--- src/rtl/mux32_pkg.sv ---
// Shared constants and types for the 32-bit two-input word selector.
package mux32_pkg;
  localparam int WIDTH_DEF     = 32;
  localparam int CNT_WIDTH_DEF = 16;

  localparam logic SEL_A = 1'b0;
  localparam logic SEL_B = 1'b1;

  typedef logic [WIDTH_DEF-1:0] word_t;
endpackage

--- src/rtl/mux32_sel_cnt.sv ---
// Select-change counter: saturating count of sel transitions.
// Updates one cycle after a sel change; no backpressure, counter holds at all-ones.
module mux32_sel_cnt
  import mux32_pkg::*;
#(
  parameter int CNT_WIDTH = CNT_WIDTH_DEF
) (
  input  logic                 clk,
  input  logic                 rst_n,
  input  logic                 sel,
  output logic [CNT_WIDTH-1:0] sel_cnt
);

  localparam logic [CNT_WIDTH-1:0] CNT_ONE = {{(CNT_WIDTH-1){1'b0}}, 1'b1};

  logic sel_d;
  logic sel_chg;
  logic cnt_sat;

  assign sel_chg = sel ^ sel_d;
  assign cnt_sat = &sel_cnt;

  // sel_d resets to SEL_A, so a first edge with sel=1 counts as a change.
  always_ff @(posedge clk or negedge rst_n) begin
    if (!rst_n) begin
      sel_d   <= SEL_A;
      sel_cnt <= '0;
    end else begin
      sel_d <= sel;
      if (sel_chg && !cnt_sat)
        sel_cnt <= sel_cnt + CNT_ONE;
    end
  end

endmodule

--- src/rtl/mux32_2to1.sv ---
// Two-input word selector: combinational out, 1-cycle registered out_q, sel change counter; no backpressure.
// Optional even-parity output out_par registered with out_q when MUX32_PARITY_EN is defined.
module mux32_2to1
  import mux32_pkg::*;
#(
  parameter int WIDTH     = WIDTH_DEF,
  parameter int CNT_WIDTH = CNT_WIDTH_DEF
) (
  input  logic                 clk,
  input  logic                 rst_n,
  input  logic [WIDTH-1:0]     A,
  input  logic [WIDTH-1:0]     B,
  input  logic                 sel,
  output logic [WIDTH-1:0]     out,
  output logic [WIDTH-1:0]     out_q,
  output logic [CNT_WIDTH-1:0] sel_cnt
`ifdef MUX32_PARITY_EN
  ,
  output logic                 out_par
`endif
);

  // Combinational path stays live through reset.
  assign out = (sel == SEL_B) ? B : A;

  always_ff @(posedge clk or negedge rst_n) begin
    if (!rst_n)
      out_q <= '0;
    else
      out_q <= out;
  end

`ifdef MUX32_PARITY_EN
  // Computed from out so it lands on the same edge as out_q.
  always_ff @(posedge clk or negedge rst_n) begin
    if (!rst_n)
      out_par <= 1'b0;
    else
      out_par <= ^out;
  end
`endif

  mux32_sel_cnt #(
    .CNT_WIDTH (CNT_WIDTH)
  ) u_sel_cnt (
    .clk     (clk),
    .rst_n   (rst_n),
    .sel     (sel),
    .sel_cnt (sel_cnt)
  );

endmodule

--- config.mk ---
export PLATFORM = sky130hd
export DESIGN_NAME = mux32_2to1
export DESIGN_NICKNAME = d
export VERILOG_FILES = /design/src/rtl/mux32_pkg.sv /design/src/rtl/mux32_sel_cnt.sv /design/src/rtl/mux32_2to1.sv
export SDC_FILE = /design/constraint.sdc
export NUM_CORES = 1
export LEC_CHECK = 0
export CAP_MARGIN = 5
export CORE_MARGIN = 10
export CORE_UTILIZATION = 30
export DETAILED_ROUTE_END_ITERATION = 8
export PLACE_DENSITY = 0.84
export SETUP_SLACK_MARGIN = 0.15
export SLEW_MARGIN = 20
export SYNTH_ARGS = -nofsm -noshare
export SYNTH_HDL_FRONTEND = slang
export SYNTH_SLANG_ARGS = --single-unit
--- constraint.sdc ---
create_clock -name clk -period 1.8 [get_ports clk]
set_clock_uncertainty 0.2 [all_clocks]
set_input_delay 0.36 -clock clk [delete_from_list [all_inputs] [get_ports clk]]
set_output_delay 0.36 -clock clk [all_outputs]
set_load 0.005 [all_outputs]
==> summary.md, run 1 <==
| Metric | Value |
|---|---|
| Status | `finished, final reports clean` |
| CTS tree | `built` |
| CTS clk-pin slew, worst paths | `0.10 ns` |
| Synthesized Nets | `209` |
| Core area | `0.006719 mm2` |
| Sequential cell area | `0.001226 mm2` |
| First-pass GRT wire length | `11,910 um` |
| Post-Route WL | `7775 um` |
| Drt drc | `0` |
| Worst setup EP type | `register` |
| Slew margin rel. | `76.63%` |
| Die W | `102.7 um` |
| ANT nets after route | `0` |
| Area Overhead vs Synth | `105.7%` |
| Starting DRT DRC Count | `28` |
| Layout cell share with drive strength beyond 1 | `42.47%` |
| Netlist cell types | `31` |
| Post-synth EDFFs | `0` |
| H-tree depth | `2` |
| Wire length per cell | `18.87 um` |
| GRT Residual Overflow | `0` |
| Final HPWL DP | `5809 um` |
| VDD IR max | `0.3015 mV` |
| Die height | `102.7 um` |
| Largest net degree at the start of global routing | `27` |
| Clock buffer depth | `2` |
| Rows | `30` |
| Async S/R FF share, synth | `100.0%` |
| Slew @ Worst Pin | `0.3506 ns` |
| Clk_lat worst skew | `0.30 ns` |
| PwrDens | `788.3 mW/mm2` |
| Clock root cell | `clkbuf_8` |
| Multi-input gate area | `970.9 um2` |
| RePlAce Congestion | `0.7537` |
| DIE AREA | `0.01055 mm2` |
| Initial antenna violation count | `0` |
| Final Net Count | `399` |
| Setup WS post-layout | `0.06466 ns` |
| Yosys reg bits | `49` |
| Vias/cell | `4.714` |
| Hold crit path type | `in -> reg` |
| Tcrit/Tclk final | `96.41%` |
| Min cycle time layout | `1.735 ns` |
| Pins over their slew limit | `0` |
| Final Hold Viols | `0` |
| Initial core utilization | `30.54%` |
| Fmax | `0.5763 GHz` |
| Synth Instances | `141` |
| Max_cap viols | `0` |
| Cell area after synthesis | `0.002052 mm2` |
| Post-place setup slack | `-0.7183 ns` |
| Num Clock Sinks | `49` |
| Vias in the first global route | `2,267` |
| Ant. Diodes | `0` |
| Port Buffer Count | `146` |
| Startpoint Class | `register` |
| Cts bufs inserted | `5` |
| Setup violators final | `0` |
| Post-synthesis sequential area ratio | `59.76%` |
| Unrepaired setup endpoints after global routing | `true` |
| Most used DFF post-synth | `dfrtp_1` |
| Total GRT Usage | `14.71%` |
| Crit path required time | `1.79 ns` |
| DR pass1 iterations | `4` |
| Crit path arrival time | `1.72 ns` |
| Critical path type | `reg -> reg` |
| Hold WS | `0.1408 ns` |
| Fill count | `539` |
| Vias | `1,942` |
| Max FO, Critical Path | `4` |
| Static leakage | `2.168 nW` |
| Num ports | `147` |
| Synth Area per Inst | `14.55 um2` |
| Yosys warning count | `0` |
## cells in the final DEF (no fill, tap or decap), types with 2 or more instances in the layout
| master | instances |
|---|---|
| a21oi_1 | 4 |
| a21oi_2 | 3 |
| and3_4 | 5 |
| buf_16 | 5 |
| buf_4 | 33 |
| buf_6 | 35 |
| clkbuf_2 | 5 |
| clkbuf_8 | 6 |
| clkdlybuf4s15_1 | 4 |
| dfrtp_1 | 49 |
| dlygate4sd2_1 | 101 |
| dlymetal6s2s_1 | 2 |
| mux2_2 | 2 |
| mux2_4 | 33 |
| mux2i_1 | 2 |
| nand2_1 | 5 |
| nand3_1 | 2 |
| nand4_1 | 4 |
| xnor2_1 | 3 |
| xor2_1 | 4 |
## cells in the mapped netlist, types with 2 or more instances
cell type / count / share of area, %
nand4_1: 4 / 1.2
mux2_2: 34 / 19
nand3_1: 2 / 0.49
xor2_1: 4 / 1.7
nor3_1: 2 / 0.49
dfrtp_1: 49 / 60
and3_1: 6 / 1.8
a21oi_1: 7 / 1.7
mux2i_1: 2 / 0.98
nand2_1: 5 / 0.91
buf_6: 2 / 1.1
clkbuf_1: 3 / 0.55
xnor2_1: 3 / 1.3
## kinds of logic after synthesis
family	after synthesis	share of synthesized area, %
DFF	49	59.76
muxes	37	20.37
and+or+nand+nor	27	9.025
AOI/OAI and AO/OA	13	4.451
xor gates and xnor gates	8	3.781
buffers and inverters	6	2.012
adders and majority gates	1	0.6097
## flip-flops by register name, indices dropped and copies added (netlist names)
signal             flops
u_sel_cnt.sel_cnt     16
u_sel_cnt.sel_d        1
out_q                 32
## worst max-delay path, cell delays in order (launching register included)
cell     delay (ns)
dfrtp_1        0.37
ha_2           0.18
and3_4         0.20
and4_4         0.24
a21bo_4        0.14
mux2_4         0.29
## what timing repair did
| item | CTS | global route |
|---|---|---|
| hold endpoints to repair | 49 | 0 |
| setup endpoints to repair | 96 | 22 |
| setup buffers | 15 | 1 |
| pin swaps | 7 | 4 |
| cloned | 4 | 0 |
| gates resized for setup | 335 | 15 |
| hold buffers | 1 | 0 |
## final timing paths
kind	startpoint	to	slack, ns	depth (start not counted)
max	u_sel_cnt.sel_cnt[0]	u_sel_cnt.sel_cnt[1]	0.06	5
min	A[31]	out_q[31]	0.14	2
max reg2reg	u_sel_cnt.sel_cnt[0]	u_sel_cnt.sel_cnt[1]	0.06	5
min reg2reg	u_sel_cnt.sel_cnt[11]	u_sel_cnt.sel_cnt[11]	0.37	2
max in group asynchronous	rst_n	out_q[5]	0.73	3
min in group asynchronous	rst_n	out_q[24]	0.39	3
## layer usage
metal,up-vias,routed length [um],global-route usage [%]
met2,104,4136,26.20
met1,941,2599,14.11
met4,0,116,4.121
met5,-,0,0
li1,889,-,-
met3,8,923,8.512
## per-stage QoR
stage               power, mW  util [%]  cell area, um2  setup TNS, ns  instances
finish                  3.328     62.83            4222              0        412
global route            3.525     62.83            4222     -0.0003831        412
CTS                     3.355     62.48            4198              0        411
detailed placement      2.437     55.85            3752         -31.08        383
global placement        2.403     55.85            3752         -29.43        383
floorplan               1.666         -            2063       -0.07070        141
## cell type report
type / instances / area share, %
Multi-Input combinational cell: 86 / 23.00
Timing Repair Buffer: 189 / 42.74
Tap cell: 80 / 2.371
Clock buffer: 6 / 1.956
Clock inverter: 2 / 0.8892
Sequential cell: 49 / 29.05
## report_power, final
| group | leakage [nW] | switching [mW] | internal, mW | total (mW) |
|---|---|---|---|---|
| registers | 0.593 | 0.0561 | 1.24 | 1.29 |
| logic | 1.52 | 0.466 | 0.736 | 1.20 |
| clock network | 0.0574 | 0.381 | 0.452 | 0.834 |
No activity file was read; power rests on OpenSTA's default activity.
==> inputs of run 2 (changes only) <==
Settings changed: SLEW_MARGIN 20 to 15.
==> results of run 2 <==
The final DEF is identical to that of run 1; final timing and power are the same.
